### src/rtl/timer_cmd_scheduler.sv
// timer_cmd_scheduler: queues timer channel commands into control pulses/alarm writes, returns capture and round-robin alarm events.
// Define TIMER_SCHED_MISS_CNT_EN to build the saturating missed-alarm counter (alarm_miss_cnt is 0 otherwise).
module timer_cmd_scheduler #(
    parameter int TIMER_BITWIDTH = 32,
    parameter int NB_INTERFACES  = 10,
    parameter int CHAN_W         = 4,
    parameter int CMD_DEPTH      = 4,
    parameter int CAPTURE_LAT    = 2
) (
    input  logic                                    clk,
    input  logic                                    rst,
    input  logic                                    cmd_valid,
    output logic                                    cmd_ready,
    input  logic [2:0]                              cmd_op,
    input  logic [CHAN_W-1:0]                       cmd_chan,
    input  logic [TIMER_BITWIDTH-1:0]               cmd_data,
    output logic [NB_INTERFACES-1:0]                start,
    output logic [NB_INTERFACES-1:0]                capture,
    output logic [NB_INTERFACES-1:0]                rst_capture,
    output logic [NB_INTERFACES-1:0]                alarm_en,
    output logic [TIMER_BITWIDTH*NB_INTERFACES-1:0] alarm,
    input  logic [NB_INTERFACES-1:0]                alarm_out,
    input  logic [TIMER_BITWIDTH*NB_INTERFACES-1:0] captured,
    output logic                                    evt_valid,
    input  logic                                    evt_ready,
    output logic                                    evt_type,
    output logic [CHAN_W-1:0]                       evt_chan,
    output logic [TIMER_BITWIDTH-1:0]               evt_value,
    output logic                                    cmd_err,
    output logic [15:0]                             alarm_miss_cnt
);
    localparam int AW = $clog2(CMD_DEPTH);
    localparam int CW = $clog2(CAPTURE_LAT + 1);
    localparam logic [CHAN_W:0] NB_C = (CHAN_W+1)'(NB_INTERFACES);
    localparam logic [2:0] OP_NOP = 3'd0, OP_START = 3'd1, OP_CAPTURE = 3'd2, OP_RST_CAP = 3'd3, OP_ARM = 3'd4, OP_DISARM = 3'd5;
    localparam logic [1:0] S_IDLE = 2'd0, S_ISSUE = 2'd1, S_WAIT_CAP = 2'd2, S_RESP = 2'd3;

    logic [2:0]                f_op   [CMD_DEPTH];
    logic [CHAN_W-1:0]         f_chan [CMD_DEPTH];
    logic [TIMER_BITWIDTH-1:0] f_data [CMD_DEPTH];
    logic [AW:0]               wr_q, rd_q;
    logic                      rdy_q, full, empty, push, pop, bad;
    logic [2:0]                h_op, op_q;
    logic [CHAN_W-1:0]         h_chan, chan_q, rr_q, sel, evt_chan_q;
    logic [TIMER_BITWIDTH-1:0] data_q, resp_q, evt_value_q;
    logic [TIMER_BITWIDTH-1:0] alarm_q [NB_INTERFACES];
    logic [TIMER_BITWIDTH-1:0] cap_arr [NB_INTERFACES];
    logic [1:0]                state_q, state_d;
    logic [CW-1:0]             cnt_q;
    logic [NB_INTERFACES-1:0]  start_q, capture_q, rst_capture_q, en_q, aout_q, pend_q, pend_d;
    logic [NB_INTERFACES-1:0]  oh, sel_oh, arm_m, dis_m, rise;
    logic                      issue, cap_done, can_load, load_cap, load_alm, found;
    logic                      evt_valid_q, evt_type_q, err_q;
    int                        j;

    for (genvar i = 0; i < NB_INTERFACES; i++) begin : g_ch
        assign alarm[i*TIMER_BITWIDTH +: TIMER_BITWIDTH] = alarm_q[i];
        assign cap_arr[i] = captured[i*TIMER_BITWIDTH +: TIMER_BITWIDTH];
    end

    assign full      = (wr_q[AW] != rd_q[AW]) && (wr_q[AW-1:0] == rd_q[AW-1:0]);
    assign empty     = wr_q == rd_q;
    assign cmd_ready = rdy_q && !full;
    assign push      = cmd_valid && cmd_ready;
    assign pop       = state_q == S_IDLE && !empty;
    assign h_op      = f_op[rd_q[AW-1:0]];
    assign h_chan    = f_chan[rd_q[AW-1:0]];
    assign bad       = h_op > OP_DISARM || {1'b0, h_chan} >= NB_C;

    assign issue    = state_q == S_ISSUE;
    assign oh       = NB_INTERFACES'(1) << chan_q;
    assign sel_oh   = NB_INTERFACES'(1) << sel;
    assign arm_m    = issue && op_q == OP_ARM ? oh : '0;
    assign dis_m    = issue && op_q == OP_DISARM ? oh : '0;
    assign cap_done = state_q == S_WAIT_CAP && cnt_q == CW'(CAPTURE_LAT - 1);
    assign can_load = !evt_valid_q || evt_ready;
    assign load_cap = can_load && state_q == S_RESP;
    assign load_alm = can_load && !load_cap && |pend_q;
    // registered edge detect; DISARM is applied last so it beats a same-cycle edge
    assign rise     = alarm_out & ~aout_q & en_q;
    assign pend_d   = ((pend_q & ~(load_alm ? sel_oh : '0)) | rise) & ~dis_m;

    assign state_d = state_q == S_IDLE ? (pop && !bad && h_op != OP_NOP ? S_ISSUE : S_IDLE)
                   : state_q == S_ISSUE ? (op_q == OP_CAPTURE ? S_WAIT_CAP : S_IDLE)
                   : state_q == S_WAIT_CAP ? (cap_done ? S_RESP : S_WAIT_CAP)
                   : (load_cap ? S_IDLE : S_RESP);

    always_comb begin
        sel = '0;
        found = 1'b0;
        j = 0;
        for (int i = 0; i < NB_INTERFACES; i++) begin
            j = int'(rr_q) + i;
            j = j >= NB_INTERFACES ? j - NB_INTERFACES : j;
            if (!found && pend_q[j]) begin
                sel = CHAN_W'(j);
                found = 1'b1;
            end
        end
    end

    always_ff @(posedge clk) begin
        if (push) begin
            f_op[wr_q[AW-1:0]]   <= cmd_op;
            f_chan[wr_q[AW-1:0]] <= cmd_chan;
            f_data[wr_q[AW-1:0]] <= cmd_data;
        end
    end

    always_ff @(posedge clk) begin
        if (rst) begin
            rdy_q         <= 1'b0;
            wr_q          <= '0;
            rd_q          <= '0;
            state_q       <= S_IDLE;
            op_q          <= '0;
            chan_q        <= '0;
            data_q        <= '0;
            cnt_q         <= '0;
            resp_q        <= '0;
            start_q       <= '0;
            capture_q     <= '0;
            rst_capture_q <= '0;
            en_q          <= '0;
            aout_q        <= '0;
            pend_q        <= '0;
            rr_q          <= '0;
            evt_valid_q   <= 1'b0;
            evt_type_q    <= 1'b0;
            evt_chan_q    <= '0;
            evt_value_q   <= '0;
            err_q         <= 1'b0;
            for (int i = 0; i < NB_INTERFACES; i++) alarm_q[i] <= '0;
        end else begin
            rdy_q         <= 1'b1;
            wr_q          <= wr_q + (AW+1)'(push);
            rd_q          <= rd_q + (AW+1)'(pop);
            state_q       <= state_d;
            cnt_q         <= state_q == S_WAIT_CAP ? cnt_q + CW'(1) : '0;
            start_q       <= issue && op_q == OP_START ? oh : '0;
            capture_q     <= issue && op_q == OP_CAPTURE ? oh : '0;
            rst_capture_q <= issue && op_q == OP_RST_CAP ? oh : '0;
            en_q          <= (en_q | arm_m) & ~dis_m;
            aout_q        <= alarm_out;
            pend_q        <= pend_d;
            for (int i = 0; i < NB_INTERFACES; i++) if (arm_m[i]) alarm_q[i] <= data_q;
            if (pop) begin
                op_q   <= h_op;
                chan_q <= h_chan;
                data_q <= f_data[rd_q[AW-1:0]];
            end
            if (pop && bad) err_q <= 1'b1;
            if (cap_done) resp_q <= cap_arr[chan_q];
            if (load_cap) begin
                evt_valid_q <= 1'b1;
                evt_type_q  <= 1'b1;
                evt_chan_q  <= chan_q;
                evt_value_q <= resp_q;
            end else if (load_alm) begin
                evt_valid_q <= 1'b1;
                evt_type_q  <= 1'b0;
                evt_chan_q  <= sel;
                evt_value_q <= alarm_q[sel];
                rr_q        <= int'(sel) == NB_INTERFACES - 1 ? '0 : sel + CHAN_W'(1);
            end else if (evt_ready) begin
                evt_valid_q <= 1'b0;
            end
        end
    end

`ifdef TIMER_SCHED_MISS_CNT_EN
    logic [15:0] miss_q;
    always_ff @(posedge clk) begin
        if (rst) miss_q <= '0;
        else if (|(rise & pend_q) && miss_q != 16'hFFFF) miss_q <= miss_q + 16'd1;
    end
    assign alarm_miss_cnt = miss_q;
`else
    assign alarm_miss_cnt = '0;
`endif

    assign start       = start_q;
    assign capture     = capture_q;
    assign rst_capture = rst_capture_q;
    assign alarm_en    = en_q;
    assign evt_valid   = evt_valid_q;
    assign evt_type    = evt_type_q;
    assign evt_chan    = evt_chan_q;
    assign evt_value   = evt_value_q;
    assign cmd_err     = err_q;
endmodule
### config.mk
export PLATFORM = sky130hd
export DESIGN_NAME = timer_cmd_scheduler
export DESIGN_NICKNAME = d
export VERILOG_FILES = /design/src/rtl/timer_cmd_scheduler.sv
export SDC_FILE = /design/constraint.sdc
export NUM_CORES = 1
export LEC_CHECK = 0
export ABC_AREA = 1
export CORE_AREA = 2 2 304 306
export CTS_BUF_LIST = sky130_fd_sc_hd__clkbuf_8
export CTS_CLUSTER_SIZE = 20
export DETAILED_ROUTE_END_ITERATION = 16
export DIE_AREA = 0 0 306 308
export SLEW_MARGIN = 25
export SYNTH_ARGS = -nofsm -noshare
export SYNTH_HDL_FRONTEND = slang
export SYNTH_SLANG_ARGS = --single-unit
### constraint.sdc
create_clock -name clk -period 9.19 [get_ports clk]
set_input_delay 0.919 -clock clk [delete_from_list [all_inputs] [get_ports clk]]
set_output_delay 0.919 -clock clk [all_outputs]
set_load 0.05 [all_outputs]
Yosys cells after proc, flatten, opt, wreduce, memory -nomap -nowiden
Memories as Yosys holds them, arrays and structs flattened. A register that Yosys moved wholly into a read port is not among the register bits.
Index checks and enable logic that the tools add are counted.
Word-level totals
  bits in writable memories: 476
  ROM bits: 0
  memories: 4
  register bits: 153
  logic and storage cells: 291
  latch bits: 0
Operators by class
  equal/unequal tests: 13
  $mul: 0
  multiplexer cells: 129
  shift-type cells: 2
  bitwise gates (word level): 26
  $lt $le $gt $ge: 23
  reduce and logical (&&, ||, !) cells: 51
  div/mod/pow operators: 0
  add/sub/neg operators: 23
Memory list
  alarm_q: words 10, width 32, rd ports 11, clocked after memory_dff 0, wr ports 10, line 46  | logic [TIMER_BITWIDTH-1:0] alarm_q [NB_INTERFACES];
  f_data: words 4, width 32, rd ports 1, clocked after memory_dff 1, wr ports 1, line 40  | logic [TIMER_BITWIDTH-1:0] f_data [CMD_DEPTH];
  f_chan: words 4, width 4, rd ports 1, clocked after memory_dff 1, wr ports 1, line 39  | logic [CHAN_W-1:0] f_chan [CMD_DEPTH];
  f_op: words 4, width 3, rd ports 1, clocked after memory_dff 1, wr ports 1, line 38  | logic [2:0] f_op [CMD_DEPTH];
Operator list (number)
  $mux 32: 24
  $lt 32x6->1 const B: 10
  $bmux 32 s4: 1
  $mux 1: 71
  $sub 5x4->6 const B: 9
  $mux 4: 13
  $and 10x10->10: 5
  $ge 5x4->1 const B: 9
  $bmux 1 s4: 10
  $mux 10: 3
  $not 10->10: 3
  $logic_and 1x1->1: 25
  $add 4x3->5 const B: 4
  $or 10x10->10: 2
  $shl 1x4->10 const A: 2
  $logic_not 1->1: 14
  $mux 2: 7
  $add 4x2->5 const B: 2
  $add 4x4->5 const B: 2
  $or 1x1->1: 10
  $reduce_or 10->1: 1
  $ge 4x4->1 const B: 2
  $reduce_or 2->1: 4
  $add 3x1->3: 2
  22 further kinds: 32

Longest topological paths before layout
  depth after elaboration: 39
  gate-level depth with buffers: 33

Worst setup path before layout
Ideal clock, no wire load.
  kind: reg-to-reg
  from: reg rd_q[0]
  to: mem f_chan[1][0] (enable)
  clock period less this slack: 4589 ps
  path buffers: 1
  cell stages (with the launch flop): 10
  data arrival time: 4105 ps
  setup slack: 4601 ps
  cells stage by stage: dfxtp_1 > clkbuf_1 > inv_1 > nand2_1 > a21oi_1 > nand2_1 > nand2_1 > inv_1 > nand2_1 > nor3_1
Between the ends
  cells in the longest elaborated chain, start to end: 7
RTL lines
  start, declared: line 41  | logic [AW:0] wr_q, rd_q;
  start signal, assigned: line 137  | rd_q <= rd_q + (AW+1)'(pop);
  $eq 2x2->1: line 61  | assign full = (wr_q[AW] != rd_q[AW]) && (wr_q[AW-1:0] == rd_q[AW-1:0]);
  $logic_and 1x1->1: line 61
  $logic_not 1->1: line 63  | assign cmd_ready = rdy_q && !full;
  $logic_and 1x1->1: line 63
  via cmd_ready: line 13  | output logic cmd_ready,
  $logic_and 1x1->1: line 64  | assign push = cmd_valid && cmd_ready;
  $mux 1: line 103  | if (push) begin
  $mux 1 (implied by the code): line 105  | f_chan[wr_q[AW-1:0]] <= cmd_chan;
  end, declared: line 39
The timed path passes the listed nets, and every way through them passes these cells.

Worst setup path after layout
  from: reg rr_q[0]
  to: reg rr_q[2]
Between the ends
  cells in the longest elaborated chain, start to end: 35
  elaborated cells on any way between the ends: 109
  those cells by class: add/sub: 20; order compare: 10; eq/ne: 1; mux: 60; reduce/logical: 18
RTL lines
  start, declared: line 44  | logic [CHAN_W-1:0] h_chan, chan_q, rr_q, sel, evt_chan_q;
  start signal, assigned: line 164  | rr_q <= int'(sel) == NB_INTERFACES - 1 ? '0 : sel + CHAN_W'(1);
  branches (longest 32 deep; another with $sub 5x4->6)
  $mux 4 *: line 95  | if (!found && pend_q[j]) begin
  $add 4x1->4 / $eq 4x4->1 (equally long branches): line 164
  $mux 4 *: line 164
Mark *: on every way between the ends. The select of a mux whose other input is x is not followed.
A chain may end at the register's enable or synchronous reset.

==> reports/results.ini <==
[placement]
port_buffers=772
hpwl_mm=113
place_ws_ns=2.86
gp_congestion=0.965

[timing]
min_period_ns=6.15
slew_violations=0
rsz0062_at_grt=no
setup_slack_ns=3.04
tightestPinTransition_ns=1.10
fin_crit_sh=0.670
max_slew_margin=0.264
max_freq_ghz=0.162
hold_violations=0
fin_tns_setup_ns=0
final-setup-viol-count=0
fin_skew_ns=0.0582

[die]
die_y_um=308
die_w_um=306
dieArea_um2=94200
core_area_um2=91000
start_util=0.341
rows=111
pin_count=789

[power]
p_per_area_nw_per_um2=238
leakagePower_nw=16.1
peakVddDrop_uv=197
p_total_w=0.0101

[synth]
yosysMostFrequentCell=nand2_1
synthesis.area_um2=31000
synthTopCellsByCount=nand2_1, nor2_1, edfxtp_1, nand3_1, inv_1
synthCells=3493
ys_top_cells_by_area=edfxtp_1, dfxtp_1, nand2_1
ys_seq_elements=661
synth_top_area_frac=0.461
ys_types=57
synth_edf_count=476
synth-main-ff-cell=edfxtp_1
async_flop_share=0
synth.avg_cell_area_um2=8.88
ys_warn_count=0
yosysSeqAreaShare=0.580
synth_top_area_cell=edfxtp_1

[clock_network]
htree_levels=3
cts_buffer_depth=3
clk_latency_ns=0.80
post-cts-setup-buffers=0
cts_resized=0
cts_tree=yes
root_buffer=clkbuf_8
clkTransAtPathRegs_ns=0.07
numCtsBuffers=114
cts_hold_buffers=0
cts.sinks=661

[cells_and_area]
finalNetCount=4600
regArea_um2=18000
n_fill_cell=8724
layout-drive-gt1-share=0.0703
multi_input_area_um2=11400
syn_to_final_growth_pct=36.2

[global_route]
grt_antenna_before_repair=22
gr-total-overflow=0
grt_pass1_vias=28200
grt_max_degree=79
grtUsageTotal=0.326
grt_pass1_wl_mm=218

[setup_path]
rrSetupSlack_ns=3.04
critPathKind=flip-flop to flip-flop
max_stage_delay_ns=0.85
cp_slowest_cell=buf_4
r2r.worst_path.cells=22
cp.arrival_ns=6.77
path_cells=buf_4, inv_2, ha_1, nor2_1, nand3_1, inv_1, o21ai_0, inv_1, o21ai_0, o21ai_0, a21oi_1, o21ai_0, nand2_1, inv_1, nand3_2, nand2_2, nand2_4, buf_4, nor2_8, a21oi_1, nand3_1, o21ai_0
r2r_start=rr_q[0]$_SDFFE_PP0P_
startpoint_type=flip-flop
required_ns=9.81
crit_top_cell=o21ai_0
end_kind=flip-flop
critPathMaxFanout=70
r2r_end=rr_q[2]$_SDFFE_PP0P_

[run_status]
status=completed

[route]
routedWlPerCell_um=28.9
drtAntennaViolNets=0
drc=0
first_pass_iters=7
vias=29800
dr.first_iter.drc_count=3879
viasPerCell=5.43
drt_wl_total_mm=159

[worst_hold_path]
hold_path.class=flip-flop to flip-flop
hold_start=cnt_q[0]$_SDFF_PP0_
hold_path_depth=1
whs_endpoint=cnt_q[0]$_SDFF_PP0_

[job]
maxCapViolations=0

## layer usage
layer | vias up | routed length, µm | track usage
met5 | - | 90 | 0
met4 | 10 | 6300 | 0.124
met3 | 285 | 15300 | 0.0684
met2 | 1786 | 73400 | 0.530
met1 | 14500 | 63500 | 0.428
li1 | 13200 | - | -
## layout make-up
type | instances | area share
sequential | 661 | 0.426
multi-input combinational | 2375 | 0.270
timing repair buffer | 821 | 0.192
clock buffer | 134 | 0.0437
tap | 1186 | 0.0351
inverter | 225 | 0.0202
clock inverter | 81 | 0.0118
antenna | 11 | 0.000652
## logic make-up after synthesis
family / count (synthesis) / share of synthesized area
AO/OA/AOI/OAI: 551 / 0.108
XOR/XNOR: 12 / 0.00339
multiplexers: 1 / 0.000323
buffers and inverters: 472 / 0.0631
other: 1 / 0.000121
adder cells (fa/ha/maj): 29 / 0.0117
flip-flops: 661 / 0.580
AND/OR/NAND/NOR: 1766 / 0.234
## flip-flops by register name (all words and copies together) (netlist names), 12 cells and up
signal / flops
alarm_q: 320
resp_q: 32
f_data: 128
f_chan: 16
evt_value: 32
f_op: 12
data_q: 32
## cells in the final DEF, fill, tap and decap left out, drive strengths merged, types with 32 or more instances in the layout
| cell type | n |
|---|---|
| a21oi | 139 |
| o221ai | 32 |
| a31oi | 41 |
| clkinv | 41 |
| clkbuf | 134 |
| buf | 50 |
| nand4 | 61 |
| edfxtp | 476 |
| a22oi | 64 |
| clkdlybuf4s50 | 771 |
| inv | 262 |
| nand3 | 217 |
| o22ai | 34 |
| nor2 | 561 |
| nand2 | 905 |
| dfxtp | 185 |
| o21ai | 186 |
## where the power goes
| group | leakage [nW] | internal [W] | total [W] | switching [W] |
|---|---|---|---|---|
| logic | 8.52 | 0.000904 | 0.00366 | 0.00276 |
| clock network | 1.36 | 0.00143 | 0.00276 | 0.00133 |
| registers | 6.23 | 0.00338 | 0.00363 | 0.000253 |
## how the worst max path moves through the flow
stage / cells past startpoint / slack (ns) / endpoint / start
global placement: 23 / 2.75 / evt_value[26]$_SDFFE_PP0P_ / rr_q[0]$_SDFFE_PP0P_
detailed placement: 23 / 2.86 / evt_value[26]$_SDFFE_PP0P_ / rr_q[0]$_SDFFE_PP0P_
global route: 26 / 2.55 / evt_value[11]$_SDFFE_PP0P_ / rr_q[0]$_SDFFE_PP0P_
finish: 22 / 3.04 / rr_q[2]$_SDFFE_PP0P_ / rr_q[0]$_SDFFE_PP0P_
floorplan: 9 / 4.60 / f_chan[1][0]$_DFFE_PP_ / rd_q[0]$_SDFF_PP0_
CTS: 23 / 2.83 / evt_value[26]$_SDFFE_PP0P_ / rr_q[0]$_SDFFE_PP0P_
## worst max-delay path: cells and delay by family, from the launching register on
family / cells / cell delay [ns]
DFF: 1 / 0.31
buffers and inverters: 6 / 1.57
AOI/OAI and AO/OA: 7 / 1.98
adders and majority gates: 1 / 0.57
and+or+nand+nor: 8 / 1.55
## per-stage QoR
stage          cells  instance area (µm²)  utilization  hold slack [ns]
2_1_floorplan   3508                31100            -            0.398
3_3_place_gp    5266                39800        0.438            0.407
3_5_place_dp    5266                39800        0.438            0.411
4_1_cts         5481                42200        0.464            0.425
5_1_grt         5492                42200        0.464            0.443
6_report        5494                42200        0.464            0.425
Power figures use the tool's default switching activity.
